==> config.mk <==
export PLATFORM = sky130hd
export DESIGN_NAME = mult_operand_sequencer
export DESIGN_NICKNAME = d
export VERILOG_FILES = /design/src/rtl/mult_operand_sequencer.sv
export SDC_FILE = /design/constraint.sdc
export NUM_CORES = 1
export LEC_CHECK = 0
export ABC_CLOCK_PERIOD_IN_PS = 2800
export CORE_UTILIZATION = 44
export DETAILED_ROUTE_END_ITERATION = 12
export GPL_TIMING_DRIVEN = 0
export PLACE_DENSITY_LB_ADDON = 0.05
export SLEW_MARGIN = 10
export SYNTH_ARGS = -nofsm -noshare
export SYNTH_HDL_FRONTEND = slang
export SYNTH_SLANG_ARGS = --single-unit
==> constraint.sdc <==
create_clock -name clk -period 2.8 [get_ports clk]
set_clock_uncertainty 0.05 [all_clocks]
set_input_delay 0.28 -clock clk [delete_from_list [all_inputs] [get_ports clk]]
set_output_delay 0.28 -clock clk [all_outputs]
set_load 0.02 [all_outputs]
==> src/rtl/mult_operand_sequencer.sv <==
// Operand/result sequencer around a combinational N-bit multiplier: captures an
// operand pair, waits SETTLE cycles for the product to ripple, then holds it until acked.
module mult_operand_sequencer #(
  parameter int N      = 4,
  parameter int SETTLE = 2
) (
  input  logic           clk,
  input  logic           rst,
  input  logic           in_valid,
  output logic           in_ready,
  input  logic [N-1:0]   op_a,
  input  logic [N-1:0]   op_b,
  output logic [N-1:0]   mul_a,
  output logic [N-1:0]   mul_b,
  input  logic [2*N-1:0] mul_s,
  output logic           res_valid,
  input  logic           res_ready,
  output logic [2*N-1:0] result,
  output logic           flag_zero,
  output logic           flag_ovf,
  output logic           busy
);

  typedef enum logic [1:0] {
    ST_IDLE   = 2'd0,
    ST_SETTLE = 2'd1,
    ST_HOLD   = 2'd2
  } state_t;

  localparam logic [3:0] CNT_INIT = 4'(SETTLE - 1);

  state_t         state_q, state_d;
  logic [3:0]     cnt_q, cnt_d;
  logic [N-1:0]   mul_a_q, mul_a_d;
  logic [N-1:0]   mul_b_q, mul_b_d;
  logic [2*N-1:0] result_q, result_d;
  logic           flag_zero_q, flag_zero_d;
  logic           flag_ovf_q, flag_ovf_d;

  always_ff @(posedge clk) begin
    if (rst) begin
      state_q     <= ST_IDLE;
      cnt_q       <= 4'd0;
      mul_a_q     <= '0;
      mul_b_q     <= '0;
      result_q    <= '0;
      flag_zero_q <= 1'b0;
      flag_ovf_q  <= 1'b0;
    end else begin
      state_q     <= state_d;
      cnt_q       <= cnt_d;
      mul_a_q     <= mul_a_d;
      mul_b_q     <= mul_b_d;
      result_q    <= result_d;
      flag_zero_q <= flag_zero_d;
      flag_ovf_q  <= flag_ovf_d;
    end
  end

  always_comb begin
    state_d     = state_q;
    cnt_d       = cnt_q;
    mul_a_d     = mul_a_q;
    mul_b_d     = mul_b_q;
    result_d    = result_q;
    flag_zero_d = flag_zero_q;
    flag_ovf_d  = flag_ovf_q;
    unique case (state_q)
      ST_IDLE: begin
        if (in_valid) begin
          mul_a_d = op_a;
          mul_b_d = op_b;
          cnt_d   = CNT_INIT;
          state_d = ST_SETTLE;
        end
      end
      ST_SETTLE: begin
        // mul_s is only trusted on the last settle cycle; earlier values may still be rippling
        if (cnt_q != 4'd0) begin
          cnt_d = cnt_q - 4'd1;
        end else begin
          result_d    = mul_s;
          flag_zero_d = (mul_s == '0);
          flag_ovf_d  = (mul_s[2*N-1:N] != '0);
          state_d     = ST_HOLD;
        end
      end
      ST_HOLD: begin
        if (res_ready) begin
          state_d = ST_IDLE;
        end
      end
      default: begin
        state_d = ST_IDLE;
      end
    endcase
  end

  assign in_ready  = (state_q == ST_IDLE);
  assign res_valid = (state_q == ST_HOLD);
  assign busy      = (state_q != ST_IDLE);
  assign mul_a     = mul_a_q;
  assign mul_b     = mul_b_q;
  assign result    = result_q;
  assign flag_zero = flag_zero_q;
  assign flag_ovf  = flag_ovf_q;

endmodule

==> impl_metrics.sql, run 1 <==
INSERT INTO impl_metrics (metric_group, metric, value, unit) VALUES
('routing', 'wirelength', '2394', 'um'),
('hold_path', 'beginning_of_the_worst_hold_path', 'result[1]', ''),
('grt', 'grt.met1_usage', '0.2452', ''),
('hold_path', 'min_delay_path_depth', '2', ''),
('final_layout', 'final-seq-area', '480.5', 'sq um'),
('synth', 'synth_top_cells_by_area', 'sky130_fd_sc_hd__dfxtp_1, sky130_fd_sc_hd__mux2i_1, sky130_fd_sc_hd__a21oi_1', ''),
('sta', 'worst_tran_pin_value', '0.4433', 'ns'),
('synth', 'syn-instance-count', '109', ''),
('routing', 'drt-initial-drc-count', '19', ''),
('pwr', 'p_comb_frac', '0.318', ''),
('synth', 'synth-edff-count', '0', ''),
('flow_run', 'maxCapViolCount', '0', ''),
('setup_path', 'worst_setup_path_start_kind', 'flip-flop', ''),
('placement', 'placement.io_buffers', '40', ''),
('clock_network', 'clock_tree.root_cell', 'sky130_fd_sc_hd__clkbuf_4', ''),
('setup_path', 'critical_path.reg2reg.endpoint', 'cnt_q[3]', ''),
('sta', 'setup-violations-final', '0', ''),
('sta', 'final.setup.tns', '0', 'ns'),
('clock_network', 'h-tree-depth', '1', ''),
('pwr', 'seq_power_share', '0.418', ''),
('placement', 'gp_congestion', '0.7998', ''),
('synth', 'netlist_area', '989.7', 'sq um'),
('synth', 'synth.net_count', '130', ''),
('pwr', 'cellInternalPower', '665.6', 'uW'),
('clock_network', 'cts_setup_buffers', '0', ''),
('routing', 'avgRoutedWirePerCell', '13.30', 'um'),
('sta', 'finalHoldWorstSlack', '0.4374', 'ns'),
('clock_network', 'hold_buffers', '0', ''),
('setup_path', 'critPathRequiredTime', '2.47', 'ns'),
('die', 'die_height', '49.43', 'um'),
('synth', 'synth.largest_area_cell', 'sky130_fd_sc_hd__dfxtp_1', ''),
('pwr', 'share_clk_of_total_power', '0.264', ''),
('setup_path', 'regToRegStartpoint', 'cnt_q[0]', ''),
('grt', 'grt_antenna_before_repair', '0', ''),
('setup_path', 'worstRegToRegCells', '5', ''),
('final_layout', 'final_net_count', '175', ''),
('grt', 'grt_overflow_total', '0', ''),
('clock_network', 'clock_insertion_delay_worst_skew', '0.31', 'ns'),
('sta', 'drv_slew', '0', ''),
('grt', 'grt_busiest_layer', 'met2', ''),
('clock_network', 'cts_inserted_buffers', '3', ''),
('final_layout', 'filler_cell_count', '185', ''),
('placement', 'place_worst_setup_slack', '1.010', 'ns'),
('setup_path', 'setup.worst_path.class', 'reg -> out', ''),
('sta', 'final-hold-violation-count', '0', ''),
('routing', 'drt_pre_antenna_iters', '5', ''),
('grt', 'grt_util_met2', '0.3973', ''),
('setup_path', 'crit_path_end_kind', 'output pin', ''),
('setup_path', 'worstPathMaxFanout', '8', ''),
('synth', 'synth_seq_area_share', '0.4855', ''),
('clock_network', 'cts.clk_slew.worst_paths', '0.14', 'ns'),
('final_layout', 'multi_input_area', '466.7', 'sq um'),
('routing', 'residual_drc_count', '0', ''),
('pwr', 'leakage', '0.0005336', 'uW'),
('pwr', 'switchingPower', '299.0', 'uW'),
('synth', 'synthArstFlopShare', '0', ''),
('grt', 'number_of_global_route_vias_before_repair', '909', ''),
('pwr', 'swShare', '0.3100', ''),
('sta', 'setup_slack', '0.7843', 'ns'),
('synth', 'ys_top_cells_by_count', 'sky130_fd_sc_hd__dfxtp_1, sky130_fd_sc_hd__a21oi_1, sky130_fd_sc_hd__o21ai_0', ''),
('hold_path', 'min-delay-path-class', 'reg -> reg', ''),
('synth', 'avgSynthCellArea', '9.080', 'sq um'),
('clock_network', 'cts.sinks', '24', ''),
('final_layout', 'layout-drive-gt1-share', '0.05229', ''),
('synth', 'ys_types', '27', ''),
('die', 'boundaryPins', '41', ''),
('pwr', 'vdd_drop_max', '0.4551', 'mV'),
('routing', 'drt-vias-per-instance', '5.467', ''),
('die', 'design.die.area', '2443', 'sq um'),
('synth', 'synth_ff_type', 'sky130_fd_sc_hd__dfxtp_1', ''),
('run_status', 'outcome', 'finished clean', '');
==> registers in the layout, summed over array words and instances (netlist names) <==
| name | flops |
|---|---|
| cnt_q | 4 |
| flag_ovf | 1 |
| flag_zero | 1 |
| mul_a | 4 |
| mul_b | 4 |
| result | 8 |
| state_q | 2 |
==> cell usage in the layout (no fill, tap or decap), types with 2 or more instances in the layout <==
master / synthesis / layout
sky130_fd_sc_hd__clkbuf_4: 0 / 3
sky130_fd_sc_hd__nand3_1: 8 / 8
sky130_fd_sc_hd__a21oi_1: 12 / 12
sky130_fd_sc_hd__nor4_1: 2 / 2
sky130_fd_sc_hd__clkdlybuf4s50_1: 0 / 40
sky130_fd_sc_hd__or4_1: 2 / 2
sky130_fd_sc_hd__nor2_1: 9 / 9
sky130_fd_sc_hd__a211oi_1: 2 / 2
sky130_fd_sc_hd__a311oi_1: 2 / 2
sky130_fd_sc_hd__o21ai_0: 12 / 12
sky130_fd_sc_hd__dfxtp_1: 24 / 24
sky130_fd_sc_hd__nor3b_1: 2 / 2
sky130_fd_sc_hd__inv_1: 4 / 4
sky130_fd_sc_hd__nor2b_1: 3 / 3
sky130_fd_sc_hd__mux2i_1: 8 / 8
sky130_fd_sc_hd__clkbuf_1: 6 / 6
==> worst max-delay path: stages (launching register included) <==
cell and delay (ns):
sky130_fd_sc_hd__dfxtp_1 0.40, sky130_fd_sc_hd__or2_2 0.32, sky130_fd_sc_hd__inv_1 0.06, sky130_fd_sc_hd__clkdlybuf4s50_1 0.59
==> kinds of logic after synthesis <==
logic type | Yosys count | share of synthesized area
buffers and inverters | 11 | 0.04297
AO/OA/AOI/OAI | 31 | 0.1783
flip-flops | 24 | 0.4855
multiplexers | 8 | 0.08091
AND/OR/NAND/NOR | 34 | 0.1997
adder cells (fa/ha/maj) | 1 | 0.01264
==> layer usage <==
layer | vias up | part of all wire
met5 | - | 0
met4 | 0 | 0.0050
met3 | 2 | 0.060
met2 | 40 | 0.51
met1 | 460 | 0.43
li1 | 482 | -
==> how the worst max path moves through the flow <==
stage          slack (ns)        from        end
2_1_floorplan        1.19    cnt_q[0]   cnt_q[3]
3_3_place_gp         1.04    in_valid   cnt_q[3]
3_5_place_dp         1.01    in_valid   cnt_q[3]
4_1_cts              0.78  state_q[0]   in_ready
5_1_grt              0.72  state_q[1]  res_valid
6_report             0.78  state_q[0]   in_ready
==> layout make-up <==
cell class | instances | area share
Sequential cell | 24 | 0.3254
Multi-Input combinational cell | 74 | 0.3161
Timing Repair Buffer | 40 | 0.2712
Tap cell | 27 | 0.02288
Clock inverter | 1 | 0.02034
Buffer | 7 | 0.01864
Clock buffer | 3 | 0.01525
Inverter | 4 | 0.01017
==> power by group through the flow <==
| stage | logic [uW] | clock network (uW) | registers (uW) |
|---|---|---|---|
| final | 307 | 255 | 403 |
| after global routing | 333 | 272 | 409 |
| after CTS | 309 | 260 | 403 |
| after detailed placement | 307 | 0 | 409 |
| after global placement | 301 | 0 | 408 |
| after floorplan | 150 | 0 | 435 |
==> metrics by stage <==
stage	instance area (sq um)	cells
6_report	1476	180
5_1_grt	1476	180
4_1_cts	1476	180
3_5_place_dp	1424	176
3_3_place_gp	1424	176
2_1_floorplan	989.7	109
No activity file was read; power rests on OpenSTA's default activity.
==> run 2, diff against run 1 <==
--- a/config.mk
+++ b/config.mk
@@ -5,8 +5,8 @@
 export SDC_FILE = /design/constraint.sdc
 export NUM_CORES = 1
 export LEC_CHECK = 0
-export ABC_CLOCK_PERIOD_IN_PS = 2800
-export CORE_UTILIZATION = 44
+export ABC_CLOCK_PERIOD_IN_PS = 1900
+export CORE_UTILIZATION = 41
 export DETAILED_ROUTE_END_ITERATION = 12
 export GPL_TIMING_DRIVEN = 0
 export PLACE_DENSITY_LB_ADDON = 0.05
==> constraint.sdc (replaced) <==
create_clock -name clk -period 1.9 [get_ports clk]
set_clock_uncertainty 0.05 [all_clocks]
set_input_delay 0.19 -clock clk [delete_from_list [all_inputs] [get_ports clk]]
set_output_delay 0.19 -clock clk [all_outputs]
set_load 0.02 [all_outputs]
==> run 2 against run 1 <==
  * Wire length fell by 2.6%
  * Final area fell by 0.68%
  * Count of clock-buffer cells in the layout rose by 1
  * Hold slack got worse by 0.032 ns
  * Cell count did not move
  * Sequential power rose by 48%
  * Sequential share of layout area rose by 0.31 points
  * Register-to-register slack got worse by 0.87 ns
  * Combinational power rose by 46%
  * Largest cell class unchanged
==> impl_metrics.sql, run 2 (synthesis gave the netlist of run 1 again) <==
INSERT INTO impl_metrics (metric_group, metric, value, unit) VALUES
('final_layout', 'final_net_count', '174', ''),
('sta', 'final.setup.tns', '0', 'ns'),
('clock_network', 'clock_tree.buffer_depth', '2', ''),
('grt', 'grt_antenna_before_repair', '0', ''),
('final_layout', 'syn_to_final_growth', '48.17', '%'),
('routing', 'route.antenna.remaining_nets', '0', ''),
('clock_network', 'cts_inserted_buffers', '3', ''),
('final_layout', 'layout.cells.most_common', 'sky130_fd_sc_hd__clkdlybuf4s50_1', ''),
('grt', 'global_route_wire_length_before_repair', '3960', 'um'),
('placement', 'dp.cells', '177', ''),
('hold_path', 'beginning_of_the_worst_hold_path', 'mul_s[5]', ''),
('die', 'die_height', '51.13', 'um'),
('final_layout', 'finish.utilization', '0.6566', ''),
('sta', 'final-hold-violation-count', '0', ''),
('routing', 'avgRoutedWirePerCell', '12.96', 'um'),
('final_layout', 'commonest_cells_after_routing_fill_and_taps_aside', 'sky130_fd_sc_hd__clkdlybuf4s50_1, sky130_fd_sc_hd__dfxtp_1, sky130_fd_sc_hd__o21ai_0, sky130_fd_sc_hd__a21oi_1, sky130_fd_sc_hd__nor2_1', ''),
('pwr', 'switchingPower', '421.8', 'uW'),
('hold_path', 'min-delay-path-class', 'in -> reg', ''),
('setup_path', 'critical_path.cell_chain', 'or2_2 -> clkdlybuf4s50_1', ''),
('pwr', 'seq_power_share', '0.456', ''),
('sta', 'grt_setup_unrepaired', 'false', ''),
('final_layout', 'ant_cells', '0', ''),
('sta', 'finalCritPeriodShare', '0.9413', ''),
('final_layout', 'final_cells', '180', ''),
('setup_path', 'critPathLaunch', 'state_q[1]', ''),
('sta', 'slew_headroom', '0.7069', ''),
('placement', 'gp_congestion', '0.8028', ''),
('setup_path', 'crit_path_end_kind', 'output pin', ''),
('setup_path', 'cp.arrival', '1.55', 'ns'),
('sta', 'setup-violations-final', '0', ''),
('final_layout', 'multi_input_area', '471.7', 'sq um'),
('pwr', 'swShare', '0.3235', ''),
('die', 'design.die.area', '2614', 'sq um'),
('placement', 'dpl.hpwl', '1690', 'um'),
('setup_path', 'cp_slowest_stage_delay', '0.54', 'ns'),
('die', 'boundaryPins', '41', ''),
('pwr', 'cellInternalPower', '882.2', 'uW'),
('routing', 'wirelength', '2332', 'um'),
('routing', 'drt-vias-per-instance', '5.428', ''),
('clock_network', 'cts.clk_slew.worst_paths', '0.12', 'ns'),
('setup_path', 'worst_setup_path_start_kind', 'flip-flop', ''),
('setup_path', 'setup.worst_path.class', 'reg -> out', ''),
('setup_path', 'critical-path-slowest-cell', 'sky130_fd_sc_hd__clkdlybuf4s50_1', ''),
('die', 'dieWidth', '51.13', 'um'),
('setup_path', 'regToRegStartpoint', 'cnt_q[0]', ''),
('clock_network', 'cts_setup_buffers', '0', ''),
('final_layout', 'max_ffs_per_register', '8', ''),
('grt', 'number_of_global_route_vias_before_repair', '908', ''),
('die', 'core_region_area', '2233', 'sq um'),
('sta', 'worst_tran_pin_value', '0.4396', 'ns'),
('routing', 'vias', '977', ''),
('final_layout', 'final-seq-area', '481.7', 'sq um'),
('grt', 'grt_overflow_total', '0', ''),
('sta', 'max_clock_freq', '0.5591', 'GHz'),
('setup_path', 'critPathRequiredTime', '1.66', 'ns'),
('pwr', 'power_dens_cells', '889.2', 'nW/um^2'),
('grt', 'grt.total_usage', '0.2033', ''),
('routing', 'drt_pre_antenna_iters', '4', ''),
('final_layout', 'layout-drive-gt1-share', '0.07237', ''),
('routing', 'drt-initial-drc-count', '13', ''),
('clock_network', 'clock_tree.root_cell', 'sky130_fd_sc_hd__clkbuf_4', ''),
('clock_network', 'cts.sinks', '24', ''),
('setup_path', 'worstPathMaxFanout', '7', ''),
('pwr', 'vdd_drop_max', '0.5197', 'mV'),
('sta', 'drv_slew', '0', ''),
('pwr', 'total_power_of_the_final_layout', '1304', 'uW'),
('sta', 'finalHoldWorstSlack', '0.4052', 'ns'),
('die', 'initial_utilization', '0.4431', ''),
('clock_network', 'clock_insertion_delay_worst_skew', '0.30', 'ns'),
('placement', 'placement.io_buffers', '40', ''),
('sta', 'post-route-min-period', '1.788', 'ns'),
('pwr', 'p_comb_frac', '0.344', ''),
('die', 'fp-row-count', '17', ''),
('clock_network', 'h-tree-depth', '1', ''),
('clock_network', 'clock_tree_from_tritoncts', 'done', ''),
('run_status', 'outcome', 'finished clean', ''),
('final_layout', 'filler_cell_count', '203', ''),
('pwr', 'leakage', '0.0005470', 'uW'),
('grt', 'grt_start_max_net_pins', '14', ''),
('flow_run', 'maxCapViolCount', '0', ''),
('routing', 'residual_drc_count', '0', ''),
('pwr', 'share_clk_of_total_power', '0.200', '');
-- run 2: layout make-up --
cell class,count,share of cell area
Tap cell,28,0.02389
Buffer,6,0.01706
Multi-Input combinational cell,74,0.3217
Sequential cell,24,0.3285
Timing Repair Buffer,40,0.2739
Clock buffer,4,0.02474
Inverter,4,0.01024
-- run 2: stage by stage --
| step | setup WS (ns) | cell area [sq um] |
|---|---|---|
| after floorplan | 0.2906 | 989.7 |
| after global placement | 0.1963 | 1425 |
| after detailed placement | 0.1341 | 1425 |
| after CTS | 0.01346 | 1460 |
| after global routing | 0.02101 | 1466 |
| final | 0.1116 | 1466 |
-- run 2: critical path, delay by kind of cell (launching register included) --
family,cells,cell delay [ns]
buf+inv,1,0.54
flops,1,0.38
simple gates,1,0.32
-- run 2: repair_timing --
| item | CTS | global route |
|---|---|---|
| gates resized for setup | 1 | 5 |
| cloned | 0 | 0 |
| hold endpoints to repair | 0 | 0 |
| hold buffers | 0 | 0 |
| endpoints found under the setup margin | 1 | 10 |
-- run 2: final timing paths --
path,slack [ns],to,cells past startpoint
setup reg to reg,0.16,cnt_q[3],5
hold / removal,0.41,result[5],3
setup / recovery,0.11,busy,2
hold reg to reg,0.43,cnt_q[0],1
-- run 2: metal layers --
layer  part of all wire  track usage  vias up
met2               0.48       0.3355       23
met4              0.018      0.09722        0
met3              0.036      0.02976        4
met5                  0            0        -
li1                   -            -      483
met1               0.46       0.2579      467
-- run 2: power groups by stage --
| stage | sequential, uW | clock [uW] | combinational, uW |
|---|---|---|---|
| after floorplan | 641 | 0 | 222 |
| after global placement | 602 | 0 | 444 |
| after detailed placement | 604 | 0 | 452 |
| after CTS | 593 | 274 | 451 |
| after global routing | 604 | 295 | 492 |
| final | 595 | 260 | 449 |
==> run 3, diff against run 2 <==
--- a/config.mk
+++ b/config.mk
@@ -5,7 +5,6 @@
 export SDC_FILE = /design/constraint.sdc
 export NUM_CORES = 1
 export LEC_CHECK = 0
-export ABC_CLOCK_PERIOD_IN_PS = 1900
 export CORE_UTILIZATION = 41
 export DETAILED_ROUTE_END_ITERATION = 12
 export GPL_TIMING_DRIVEN = 0
==> results of run 3 <==
No change in the layout: final DEF, timing and power equal those of run 2.
